## src/rtl/glyph_serializer_pkg.sv

```systemverilog
// ----------------------------------------------------------------------------
// glyph_serializer_pkg
//   Shared display-path constants and the glyph serializer state encoding.
//   GLYPH_W : pixels per font line (one ROM byte)
//   ROW_W   : width of the ROM row index
//   CHAR_W  : width of a character code
//   COL_W   : width of the pixel column counter
// ----------------------------------------------------------------------------
package glyph_serializer_pkg;

    localparam int GLYPH_W = 8;
    localparam int ROW_W   = 4;
    localparam int CHAR_W  = 8;
    localparam int COL_W   = $clog2(GLYPH_W);

    typedef enum logic [1:0] {
        IDLE  = 2'd0,
        FETCH = 2'd1,
        SHIFT = 2'd2
    } gs_state_e;

endpackage : glyph_serializer_pkg

```

## src/rtl/glyph_serializer.sv

```systemverilog
// ----------------------------------------------------------------------------
// glyph_serializer
//   Reader side of the character font ROM. Takes character codes in over a
//   valid/ready handshake, walks the ROM one row at a time and shifts each
//   8-bit font line out MSB-first as a tagged 1-bit pixel stream.
//
//   Handshakes (both sides): a transfer happens on a rising edge where
//   valid && ready. A source never drops valid and never changes its payload
//   until the transfer happens; ready may be driven freely by the sink.
//   in_ready is high only in IDLE, so codes presented while busy are held
//   off, never dropped.
//
// Ports
//   clk, rst_n      clock, asynchronous active-low reset
//   in_valid/ready  character code handshake, in_char = code
//   rom_char/row    lookup address to the shared font ROM (registered)
//   rom_line        font line returned combinationally by the ROM
//   pix_valid/ready pixel handshake; pix_data = pixel (1 = foreground)
//   pix_col/row     position tags; pix_col 0 = leftmost = rom_line bit 7
//   pix_last_col    last pixel of a row
//   pix_last        last pixel of the glyph
//   busy            state != IDLE
//   dbg_state_o     current FSM state, for observation only
//
// GLYPH_ROWS: rows emitted per glyph, legal range 1..16.
// ----------------------------------------------------------------------------
module glyph_serializer
    import glyph_serializer_pkg::*;
#(
    parameter int GLYPH_ROWS = 8
) (
    input  logic              clk,
    input  logic              rst_n,
    input  logic              in_valid,
    output logic              in_ready,
    input  logic [CHAR_W-1:0] in_char,
    output logic [CHAR_W-1:0] rom_char,
    output logic [ROW_W-1:0]  rom_row,
    input  logic [GLYPH_W-1:0] rom_line,
    output logic              pix_valid,
    input  logic              pix_ready,
    output logic              pix_data,
    output logic [COL_W-1:0]  pix_col,
    output logic [ROW_W-1:0]  pix_row,
    output logic              pix_last_col,
    output logic              pix_last,
    output logic              busy,
    output gs_state_e         dbg_state_o
);

    localparam logic [ROW_W-1:0] LAST_ROW = ROW_W'(GLYPH_ROWS - 1);
    localparam logic [COL_W-1:0] LAST_COL = COL_W'(GLYPH_W - 1);

    gs_state_e           state_q, state_d;
    logic [CHAR_W-1:0]   char_q,  char_d;
    logic [ROW_W-1:0]    row_q,   row_d;
    logic [COL_W-1:0]    col_q,   col_d;
    logic [GLYPH_W-1:0]  shreg_q, shreg_d;

    // ------------------------------------------------------------------
    // State register
    // ------------------------------------------------------------------
    always_ff @(posedge clk or negedge rst_n) begin
        if (!rst_n) begin
            state_q <= IDLE;
            char_q  <= '0;
            row_q   <= '0;
            col_q   <= '0;
            shreg_q <= '0;
        end else begin
            state_q <= state_d;
            char_q  <= char_d;
            row_q   <= row_d;
            col_q   <= col_d;
            shreg_q <= shreg_d;
        end
    end

    // ------------------------------------------------------------------
    // Next-state logic
    // ------------------------------------------------------------------
    always_comb begin
        state_d = state_q;
        char_d  = char_q;
        row_d   = row_q;
        col_d   = col_q;
        shreg_d = shreg_q;
        unique case (state_q)
            IDLE: begin
                if (in_valid) begin
                    char_d  = in_char;
                    row_d   = '0;
                    state_d = FETCH;
                end
            end
            FETCH: begin
                // rom_char/rom_row have been stable since the previous edge,
                // so rom_line is valid for the whole of this cycle.
                shreg_d = rom_line;
                col_d   = '0;
                state_d = SHIFT;
            end
            SHIFT: begin
                if (pix_ready) begin
                    shreg_d = {shreg_q[GLYPH_W-2:0], 1'b0};
                    // col wraps 7 -> 0 on its own; FETCH also clears it.
                    col_d   = col_q + COL_W'(1);
                    if (col_q == LAST_COL) begin
                        if (row_q == LAST_ROW) begin
                            state_d = IDLE;
                        end else begin
                            row_d   = row_q + ROW_W'(1);
                            state_d = FETCH;
                        end
                    end
                end
            end
            default: begin
                state_d = IDLE;
            end
        endcase
    end

    // ------------------------------------------------------------------
    // Outputs: all decoded from registers, so the pixel side holds
    // steady through any stall and the ROM address never glitches.
    // Pixel tags are zeroed outside SHIFT so idle/reset values are clean.
    // ------------------------------------------------------------------
    logic in_shift;
    assign in_shift     = (state_q == SHIFT);

    assign in_ready     = (state_q == IDLE);
    assign busy         = (state_q != IDLE);
    assign dbg_state_o  = state_q;

    assign rom_char     = char_q;
    assign rom_row      = row_q;

    assign pix_valid    = in_shift;
    assign pix_data     = in_shift & shreg_q[GLYPH_W-1];
    assign pix_col      = in_shift ? col_q : '0;
    assign pix_row      = in_shift ? row_q : '0;
    assign pix_last_col = in_shift && (col_q == LAST_COL);
    assign pix_last     = in_shift && (col_q == LAST_COL) && (row_q == LAST_ROW);

endmodule : glyph_serializer

```

## config.mk

```make
export PLATFORM = sky130hd
export DESIGN_NAME = glyph_serializer
export DESIGN_NICKNAME = d
export VERILOG_FILES = /design/src/rtl/glyph_serializer_pkg.sv /design/src/rtl/glyph_serializer.sv
export SDC_FILE = /design/constraint.sdc
export NUM_CORES = 1
export LEC_CHECK = 0
export BUFFER_PORTS_ARGS = -buffer_cell sky130_fd_sc_hd__buf_2
export CORE_UTILIZATION = 53
export DETAILED_ROUTE_END_ITERATION = 16
export PLACE_DENSITY_LB_ADDON = 0.15
export SYNTH_ARGS = -nofsm -noshare
export SYNTH_HDL_FRONTEND = slang
export SYNTH_SLANG_ARGS = --single-unit
```

## constraint.sdc

```tcl
create_clock -name clk -period 4.6 [get_ports clk]
set_clock_uncertainty 0.1 [all_clocks]
set_input_delay 0.23 -clock clk [delete_from_list [all_inputs] [get_ports clk]]
set_output_delay 0.23 -clock clk [all_outputs]
set_load 0.005 [all_outputs]
```

==> flow_summary_export.csv <==
group,metric,value,unit
outcome,status,"completed",
clocking,clock_latency,0.32,ns
floorplanning,die_x,52.5,microns
final_layout,fin_cells,198,
final_layout,register_area,626,sq um
timing,setup_viol,0,
floorplanning,start_util,58.8,%
timing,rsz0062_at_grt,"no",
clocking,clk_pin_slew,0.14,ns
clocking,cts_made_buffers,3,
grt,track_usage,20.7,%
clocking,h-tree-depth,1,
floorplanning,die_h,52.5,microns
final_layout,n_antenna_cell,0,
place,dpl.cell_count,193,
timing,period_needed,2.44,ns
worst_setup_path,cp_data_required_time,4.71,ns
worst_setup_path,cp.arrival,2.54,ns
floorplanning,num_rows,17,
logic_synthesis,synth.cell_area,1350,sq um
worst_setup_path,regToRegEndpoint,"rom_row[0]$_DFFE_PN0P_",
final_layout,fin_area,1610,sq um
routing,postRouteAntennaNets,0,
worst_setup_path,endpoint,"rom_row[0]$_DFFE_PN0P_",
worst_hold_path,min-delay-path-class,"in -> reg",
grt,grt_max_degree,33,
routing,wl,2550,microns
routing,first_pass_iters,4,
logic_synthesis,synth_top_area_cell,"dfrtp_1",
timing,fmax,411,MHz
floorplanning,core,2300,sq um
timing,holdWs,0.0128,ns
logic_synthesis,syn_nets,150,
floorplanning,die_area,2760,sq um
timing,tightest_slew,0.962,ns
worst_setup_path,crit_path_start_kind,"flip-flop",
routing,viasPerCell,5.41,
worst_setup_path,timing.rr.start,"dbg_state_o[1]$_DFFE_PN0P_",
timing,setup_ws,2.16,ns
place,place_hpwl,1880,microns
clocking,clk_path_buf_depth,2,
worst_setup_path,critPathCaptureType,"flip-flop",
routing,drc,0,
logic_synthesis,synth_edf_count,0,
logic_synthesis,synth-async-reset-ratio,100,%
logic_synthesis,synth_cell_types,28,
routing,vias,1071,
grt,grt_pass1_vias,938,
place,numPortBuffers,46,
place,place_congestion,0.806,
timing,finalHoldViolations,0,
floorplanning,num_io_pins,47,
timing,slew_headroom,35.8,%
clocking,cts_root_buf,"clkbuf_4",
worst_setup_path,crit_path_max_fanout,32,
power_and_ir_drop,power_leakage,0.000813,uW
clocking,cts.sinks,25,
flow_run,max_cap_viol_count,0,
timing,slew_violations,0,
timing,timing.final.crit_share,53.0,%
final_layout,post_route_cells_drive_above_1_share,32.4,%
logic_synthesis,ys.flop_type,"dfrtp_1",
worst_setup_path,rr_worst_depth,3,
logic_synthesis,ys_seq_area_share,46.3,%
logic_synthesis,yosysWarnings,0,
final_layout,nFillCells,190,
timing,finalSetupTns,0,ns
power_and_ir_drop,peakVddDrop,0.350,mV
final_layout,num-nets-final,194,
grt,grt_overflow,0,
logic_synthesis,yosys-top-cells-area,"dfrtp_1, mux2_1, mux2i_1, nor2b_1, a211oi_1",
power_and_ir_drop,power_density,580,nW/um^2
routing,wire_per_inst,12.9,microns
logic_synthesis,syn_inst,127,
final_layout,syn_to_final_growth,18.8,%
grt,antenna_found_initial,0,
worst_setup_path,crit_start,"dbg_state_o[1]$_DFFE_PN0P_",
final_layout,multiInputGateArea,658,sq um
clocking,cts_resized,0,
clocking,cts_tree,"built",
worst_setup_path,ff2ff_setup_slack,2.16,ns
logic_synthesis,synth_top_area_share,46.3,%
routing,drt-initial-drc-count,17,
logic_synthesis,avgSynthCellArea,10.6,sq um
place,pre_cts_ws,2.18,ns
worst_setup_path,critPathKind,"reg -> reg",
grt,grt_pass1_wl,4100,microns
logic_synthesis,synth_seq_cells,25,
place,dpl-instance-area,1570,sq um
==> cell type report <==
class / count / area share (%)
Clock buffer: 3 / 1.40
Clock inverter: 1 / 0.312
Inverter: 5 / 1.17
Multi-Input combinational cell: 89 / 41.0
Sequential cell: 25 / 39.0
Tap cell: 28 / 2.18
Timing Repair Buffer: 47 / 15.0
==> worst max-delay path, stage by stage, from the launching register on <==
cell,delay [ns]
dfrtp_1,0.75
nor3b_2,0.89
o32ai_4,0.21
mux2_1,0.37
==> kinds of logic after synthesis <==
logic type | count (synthesis) | share of synthesized area (%)
simple gates | 41 | 17.7
compound gates | 27 | 14.0
flops | 25 | 46.3
mux | 18 | 14.3
buf+inv | 13 | 5.00
fa+ha+maj | 3 | 2.78
==> state kept, by name, indices dropped and copies added (netlist names) <==
signal / cells
rom_char: 8
dbg_state_o: 2
rom_row: 4
col_q: 3
shreg_q: 8
==> Yosys cell counts (all sizes together), types with 2 or more instances <==
cell	instances
a31oi	3
nand2b	3
nor2b	10
inv	5
o21ai	4
buf	8
a21oi	8
mux2i	8
nand3	4
nor2	5
dfrtp	25
ha	3
a211oi	7
o22ai	2
nand2	7
mux2	10
and2	8
==> timing repair <==
item	4_1_cts	5_1_grt
setup buffers	0	0
endpoints found under the setup margin	0	0
endpoints found under the hold margin	25	0
hold buffers	1	0
==> placed cells by master, fill, tap and decap left out <==
cell type / n
nor2_1: 5
and4b_2: 1
and3_1: 1
o21ai_1: 4
o2bb2ai_1: 1
nand3_1: 4
clkbuf_4: 3
nor3b_2: 1
mux2_1: 9
mux2i_1: 8
inv_1: 5
nor2b_1: 10
dlygate4sd3_1: 1
o22ai_1: 2
buf_2: 46
dfrtp_1: 25
clkinv_2: 1
mux2_2: 1
nor3_1: 1
ha_1: 3
nand2_1: 7
nand2b_1: 2
nand2b_4: 1
a31oi_1: 3
and2_1: 8
o32ai_4: 1
a21oi_1: 8
a2bb2oi_1: 1
a211oi_1: 7
==> power breakdown <==
group | internal, uW | leakage [uW] | switching (uW) | total, uW
Combinational | 215 | 0.000492 | 181 | 396
Clock | 32.6 | 0.0000177 | 65.4 | 98.0
Sequential | 319 | 0.000303 | 118 | 437
Total | 566 | 0.000813 | 365 | 931
==> routing by layer <==
layer	GRT usage [%]	share of wire (%)	vias to the layer above
met5	0	0	-
met4	9.21	1.3	0
li1	-	-	535
met3	3.77	6.3	4
met1	26.4	46	484
met2	33.8	47	48
==> worst min-delay path by stage <==
stage	cells past startpoint	end	startpoint	slack, ns
2_1_floorplan	0	col_q[0]$_DFFE_PN0P_	rst_n	-0.17
3_3_place_gp	1	rom_row[3]$_DFFE_PN0P_	rst_n	0.15
3_5_place_dp	1	rom_row[3]$_DFFE_PN0P_	rst_n	0.15
4_1_cts	2	rom_char[5]$_DFFE_PN0P_	in_char[5]	0.008
5_1_grt	2	rom_char[6]$_DFFE_PN0P_	in_char[6]	0.002
6_report	2	rom_char[5]$_DFFE_PN0P_	in_char[5]	0.01
==> through the flow <==
step,util (%),total power [uW]
after floorplan,-,712
after global placement,68.2,815
after detailed placement,68.2,843
after CTS,69.9,941
after global routing,69.9,1010
final,69.9,931
No activity file was read; power rests on OpenSTA's default activity.
